===== config.mk =====
export PLATFORM = sky130hd
export DESIGN_NAME = pc_gen
export DESIGN_NICKNAME = d
export VERILOG_FILES = /design/src/rtl/pc_gen.sv
export SDC_FILE = /design/constraint.sdc
export NUM_CORES = 1
export LEC_CHECK = 0
export CAP_MARGIN = 20
export CORE_AREA = 2 2 144 146
export DETAILED_ROUTE_END_ITERATION = 8
export DIE_AREA = 0 0 146 148
export PLACE_DENSITY_LB_ADDON = 0.12
export SYNTH_ARGS = -nofsm -noshare
export SYNTH_HDL_FRONTEND = slang
export SYNTH_SLANG_ARGS = --single-unit

===== constraint.sdc =====
create_clock -name clk_i -period 5.21 [get_ports clk_i]
set_input_delay 1.3025 -clock clk_i [delete_from_list [all_inputs] [get_ports clk_i]]
set_output_delay 1.3025 -clock clk_i [all_outputs]
set_load 0.02 [all_outputs]

===== src/rtl/pc_gen.sv =====
// Fetch program-counter generator: sequential advance, stall, redirect and a
// circular return-address stack for return prediction.
module pc_gen #(
    parameter int unsigned            PC_WIDTH     = 32,
    parameter logic [PC_WIDTH-1:0]    RESET_VECTOR = '0,
    parameter int unsigned            INSTR_BYTES  = 4,
    parameter int unsigned            RAS_DEPTH    = 4
) (
    input  logic                                 clk_i,
    input  logic                                 rst_i,
    input  logic                                 stall_i,
    input  logic                                 redirect_valid_i,
    input  logic [PC_WIDTH-1:0]                  redirect_pc_i,
    input  logic                                 ras_push_i,
    input  logic [PC_WIDTH-1:0]                  ras_push_addr_i,
    input  logic                                 ras_pop_i,
    output logic [PC_WIDTH-1:0]                  pc_o,
    output logic [$clog2(RAS_DEPTH+1)-1:0]       ras_count_o,
    output logic                                 ras_empty_o,
    output logic                                 ras_full_o
);

    localparam int unsigned CNT_W = $clog2(RAS_DEPTH + 1);
    localparam int unsigned PTR_W = $clog2(RAS_DEPTH);
    localparam logic [PC_WIDTH-1:0] ALIGN_MASK = ~(PC_WIDTH'(INSTR_BYTES) - PC_WIDTH'(1));
    localparam logic [CNT_W-1:0]    CNT_MAX    = CNT_W'(RAS_DEPTH);

    logic [PC_WIDTH-1:0] pc_q, pc_d;
    logic [PTR_W-1:0]    top_q, top_d;
    logic [CNT_W-1:0]    count_q, count_d;
    logic                empty_q, empty_d;
    logic                full_q, full_d;
    logic [PC_WIDTH-1:0] ras_q [RAS_DEPTH];
    logic [PC_WIDTH-1:0] ras_d [RAS_DEPTH];

    logic                pop_eff;
    logic [PTR_W-1:0]    push_idx;
    logic [PC_WIDTH-1:0] push_addr;

    // Next-PC selection and stack update; a pop only counts when it steers the PC.
    always_comb begin
        pc_d      = pc_q;
        top_d     = top_q;
        count_d   = count_q;
        ras_d     = ras_q;
        pop_eff   = ras_pop_i && !stall_i && !redirect_valid_i && (count_q != '0);
        push_addr = ras_push_addr_i & ALIGN_MASK;
        push_idx  = pop_eff ? top_q : PTR_W'(top_q + PTR_W'(1));

        if (redirect_valid_i) begin
            pc_d = redirect_pc_i & ALIGN_MASK;
        end else if (stall_i) begin
            pc_d = pc_q;
        end else if (pop_eff) begin
            pc_d = ras_q[top_q];
        end else begin
            pc_d = PC_WIDTH'(pc_q + PC_WIDTH'(INSTR_BYTES));
        end

        // Push with a same-cycle pop replaces the slot just consumed.
        if (ras_push_i) begin
            ras_d[push_idx] = push_addr;
            if (!pop_eff) begin
                top_d = push_idx;
                if (count_q != CNT_MAX) begin
                    count_d = CNT_W'(count_q + CNT_W'(1));
                end
            end
        end else if (pop_eff) begin
            top_d   = PTR_W'(top_q - PTR_W'(1));
            count_d = CNT_W'(count_q - CNT_W'(1));
        end

        empty_d = (count_d == '0);
        full_d  = (count_d == CNT_MAX);
    end

    always_ff @(posedge clk_i) begin
        if (rst_i) begin
            pc_q    <= RESET_VECTOR;
            top_q   <= '0;
            count_q <= '0;
            empty_q <= 1'b1;
            full_q  <= 1'b0;
        end else begin
            pc_q    <= pc_d;
            top_q   <= top_d;
            count_q <= count_d;
            empty_q <= empty_d;
            full_q  <= full_d;
        end
    end

    // Entry storage carries no reset; contents are only read while count is non-zero.
    always_ff @(posedge clk_i) begin
        if (!rst_i) begin
            ras_q <= ras_d;
        end
    end

    assign pc_o        = pc_q;
    assign ras_count_o = count_q;
    assign ras_empty_o = empty_q;
    assign ras_full_o  = full_q;

endmodule


* Word level (Yosys, flattened, before mapping)
Cells that the tools add are included.
Widths: inputs -> output; s select.
** Word-level totals
- Output and inout port bits :: 37
- Bits in registers :: 167
- Logic and storage cells :: 54
- Input bits :: 70
** Cells by class
- Bitwise gates (word level) :: 3
- $lt $le $gt $ge :: 3
- Equality and inequality tests :: 4
- Reductions and logical operators :: 12
- Multiplexer cells :: 17
- Add/sub/neg operators :: 5
** Operators by type and width (number)
- $mux 32 :: 6
- $bwmux 128 :: 1
- $bmux 32 s2 :: 1
- $demux 32 s2 :: 1
- $add 32x3->32 const B :: 1
- $mux 3 :: 4
- $mux 2 :: 4
- $ge 3x3->1 const B :: 2
- $not 2->3 :: 2
- $logic_and 1x1->1 :: 4
- $reduce_and 2->1 :: 2
- $add 3x1->3 const B :: 1
- $eq 3x3->1 const B :: 1
- $logic_not 3->1 :: 1
- $lt 3x1->1 const B :: 1
- $ne 3x3->1 const B :: 1
- $reduce_bool 3->1 :: 1
- $sub 3x1->3 const B :: 1
- $add 2x1->2 const B :: 1
- $logic_not 1->1 :: 2
- $ne 2x1->1 const B :: 1
- $ne 2x2->1 const B :: 1
- $reduce_bool 2->1 :: 1
- $reduce_or 2->1 :: 1
- 2 further kinds :: 2

* Longest topological paths before layout
- Depth in word-level cells :: 11
- Gate-level depth with buffers :: 10
- Depth with buffers taken out :: 7

* Worst setup path after synthesis
Ideal clock, no wire load.
- Path type :: input -> register
- From :: input port ras_pop_i
- To :: register ras_q[66] in the netlist's numbering (enable)
- Path slack :: -0.150 ns
- Stages on the path :: 4
- Arrival time :: 4.867 ns
- Library setup time :: 0.493 ns
- Data required time :: 4.717 ns
- Path buffers :: 1
- Cell sequence :: clkbuf_1 -> nand3_1 -> and2_1 -> nor4_1
** RTL lines
- start, declared :: line 16 : input logic ras_pop_i,
- end signal, assigned :: line 97 : ras_q <= ras_d;
- end, declared :: line 33 : logic [PC_WIDTH-1:0] ras_q [RAS_DEPTH];

==> results.cfg <==
[logic_synthesis]
synthesis.area_mm2 = 0.00695
yosysSeqAreaShare_pct = 62.5
yosys.cell_types.count = 57
synth_edf_count = 120
synthArstFlopShare_pct = 0
syn_area_per_cell_um2 = 14.2
synth_seq_cells = 157
synth_ff_type = edfxtp_1
syn-instance-count = 488
ys_warn_count = 0

[global_routing]
overflow = 0
grt_pass1_vias = 4603
grt_usage_pct = 16.6
grt_max_degree = 42
antenna_found_initial = 0
grt_pass1_wl_um = 26600

[floorplan]
die_w_um = 146
die_h_um = 148
ios = 107
initial_core_util_pct = 34.7
core-area_mm2 = 0.0200
dieArea_mm2 = 0.0216
rows = 52

[pwr]
power_density_mw_per_mm2 = 348
p_leak_nw = 2.86
power_mw = 3.07
peakVddDrop_mv = 0.217

[clock_network]
clk_latency_ns = 0.43
clockRootBuffer = clkbuf_16
post_cts_resized = 0
ctsHtreeMaxLevel = 4
hold_buffers = 0
cts_buffers = 17
cts_sinks = 157
cts_buffer_depth = 2
postCtsSetupBuffers = 0
clk_pin_slew_ns = 0.06
cts_tree = done

[placed_design]
dpl.hpwl_um = 11600
dp.cells = 840
io_buffers = 100
gp_congestion = 0.792

[critical_path]
cp_max_fo = 25
cp-end-kind = register
path_class = input port to register
crit_required_ns = 5.31
worstPathArrival_ns = 3.62
worst_setup_path_start_kind = input port

[finish]
regArea_mm2 = 0.00435
fin_util_pct = 43.9
num-fill-cells = 1876
nets = 663
multi_input_area_mm2 = 0.00242
drive_gt1_share_pct = 13.8
instances_no_fill = 872
antenna_cells = 0
area_growth_pct = 26.6

[route]
first_pass_iters = 4
vias_per_cell = 5.22
wl_per_cell_um = 20.2
drt-total-wl_um = 17600
postRouteAntennaNets = 0
first_iter_violations = 259
drc = 0
vias = 4548

[sta]
setup_viol = 0
hold_violations = 0
finClkSkew_ns = 0.0253
worst_pin_slew_ns = 1.01
min_period_ns = 3.52
fmax_ghz = 0.284
drv_slew = 0
relSlewSlack_pct = 32.6
grt_setup_unrepaired = false
tns_ns = 0
whs_ns = 0.555
fin_crit_sh_pct = 67.5

[outcome]
status = completed

[worst_hold_path]
hp-class = register to register

[run]
cap_violations = 0
==> report_power, final <==
group          switching [mW]  internal (mW)
Clock                   0.466          0.704
Combinational           0.222          0.208
Sequential             0.0586           1.41
Total                   0.746           2.32
==> cells by family after synthesis <==
logic type | share of synthesized area [%]
compound gates | 10.1
xor+xnor | 3.02
fa+ha+maj | 0.720
buf+inv | 3.06
flops | 62.5
mux | 10.7
other cells | 0.0539
simple gates | 9.83
==> layer usage <==
| layer | share of wire (%) | track usage, % |
|---|---|---|
| met4 | 0.92 | 4.85 |
| met2 | 49 | 27.4 |
| met3 | 5.7 | 3.83 |
| met5 | 0 | 0 |
| met1 | 44 | 22.1 |
==> area by class of cell <==
cell class / count / share of cell area (%)
clock buffer: 22 / 5.04
timing repair buffer: 112 / 12.5
multi-input combinational: 291 / 27.5
tap: 270 / 3.84
clock inverter: 10 / 1.32
sequential: 157 / 49.4
inverter: 10 / 0.426
==> sequential cells by signal (all words and copies together) (netlist names) <==
signal       cells
ras_q          120
pc_o            30
ras_count_o      3
top_q            2
ras_empty_o      1
ras_full_o       1
==> through the flow <==
step	instance area, um^2	setup WS, ns
2_1_floorplan	6960	1.12
5_1_grt	8800	1.56
4_1_cts	8800	1.68
6_report	8800	1.69
3_5_place_dp	8240	1.26
3_3_place_gp	8240	1.25
==> placed cells by master, fill, tap and decap left out, types with 3 or more instances in the layout <==
| master | instances |
|---|---|
| a21oi_1 | 15 |
| a221o_1 | 16 |
| a221oi_1 | 6 |
| a31oi_1 | 5 |
| and2_1 | 3 |
| and3_1 | 5 |
| and4_1 | 4 |
| buf_4 | 11 |
| clkbuf_1 | 5 |
| clkbuf_16 | 17 |
| clkdlybuf4s50_1 | 100 |
| clkinvlp_4 | 4 |
| dfxtp_1 | 36 |
| edfxtp_1 | 120 |
| ha_1 | 4 |
| inv_1 | 9 |
| mux2i_1 | 7 |
| mux4_2 | 30 |
| nand2_1 | 36 |
| nand2b_1 | 3 |
| nand3_1 | 15 |
| nand4_1 | 7 |
| nor2_1 | 20 |
| nor2b_1 | 4 |
| nor3_1 | 10 |
| nor3b_1 | 3 |
| nor4_4 | 3 |
| o211ai_1 | 3 |
| o21ai_0 | 20 |
| o21ai_1 | 3 |
| o22ai_1 | 13 |
| o311a_1 | 3 |
| xnor2_1 | 10 |
| xor2_1 | 14 |
==> critical path: stages <==
cell and delay [ns]:
clkdlybuf4s50_1 0.42, nor2_1 0.31, and3_1 0.56, xnor2_1 0.23, and4_1 0.52, buf_12 0.26
==> cells in the mapped netlist, types with 2 or more instances <==
library cell	n	area, um^2
inv_1	9	33.8
nor3_2	2	20.0
a21oi_1	15	75.1
o31ai_1	2	15.0
nand2_1	36	135
nand3_1	15	75.1
o211ai_1	3	22.5
o221ai_1	2	17.5
a2111oi_0	2	17.5
nor4_4	2	42.5
and4_1	4	35.0
a31oi_1	5	31.3
nand4_1	7	43.8
mux2i_1	7	70.1
xor2_1	14	123
ha_1	4	50.1
and3_1	5	31.3
nor3b_1	3	22.5
nor2_1	22	82.6
nor3_1	10	50.1
nor2b_1	4	25.0
dfxtp_1	37	741
buf_4	2	15.0
buf_6	5	56.3
a221o_1	16	160
o22ai_1	13	81.3
buf_1	2	7.51
buf_2	11	55.1
a211oi_1	2	15.0
o21ai_1	3	15.0
nand2b_1	3	18.8
o311a_1	3	30.0
o21ai_0	20	100
a221oi_1	6	52.6
mux4_2	30	676
and2_1	3	18.8
clkbuf_1	11	41.3
edfxtp_1	120	3600
xnor2_1	10	87.6
==> path summary, 6_finish.rpt <==
path / from / endpoint / slack [ns] / cells past startpoint
worst max register to register: ras_count_o[0] / ras_q[22] / 2.23 / 7
worst min-delay path: ras_count_o[1] / ras_count_o[1] / 0.55 / 2
worst max-delay path: stall_i / ras_q[22] / 1.69 / 6
worst min register to register: ras_count_o[1] / ras_count_o[1] / 0.55 / 2
Power figures use the tool's default switching activity.
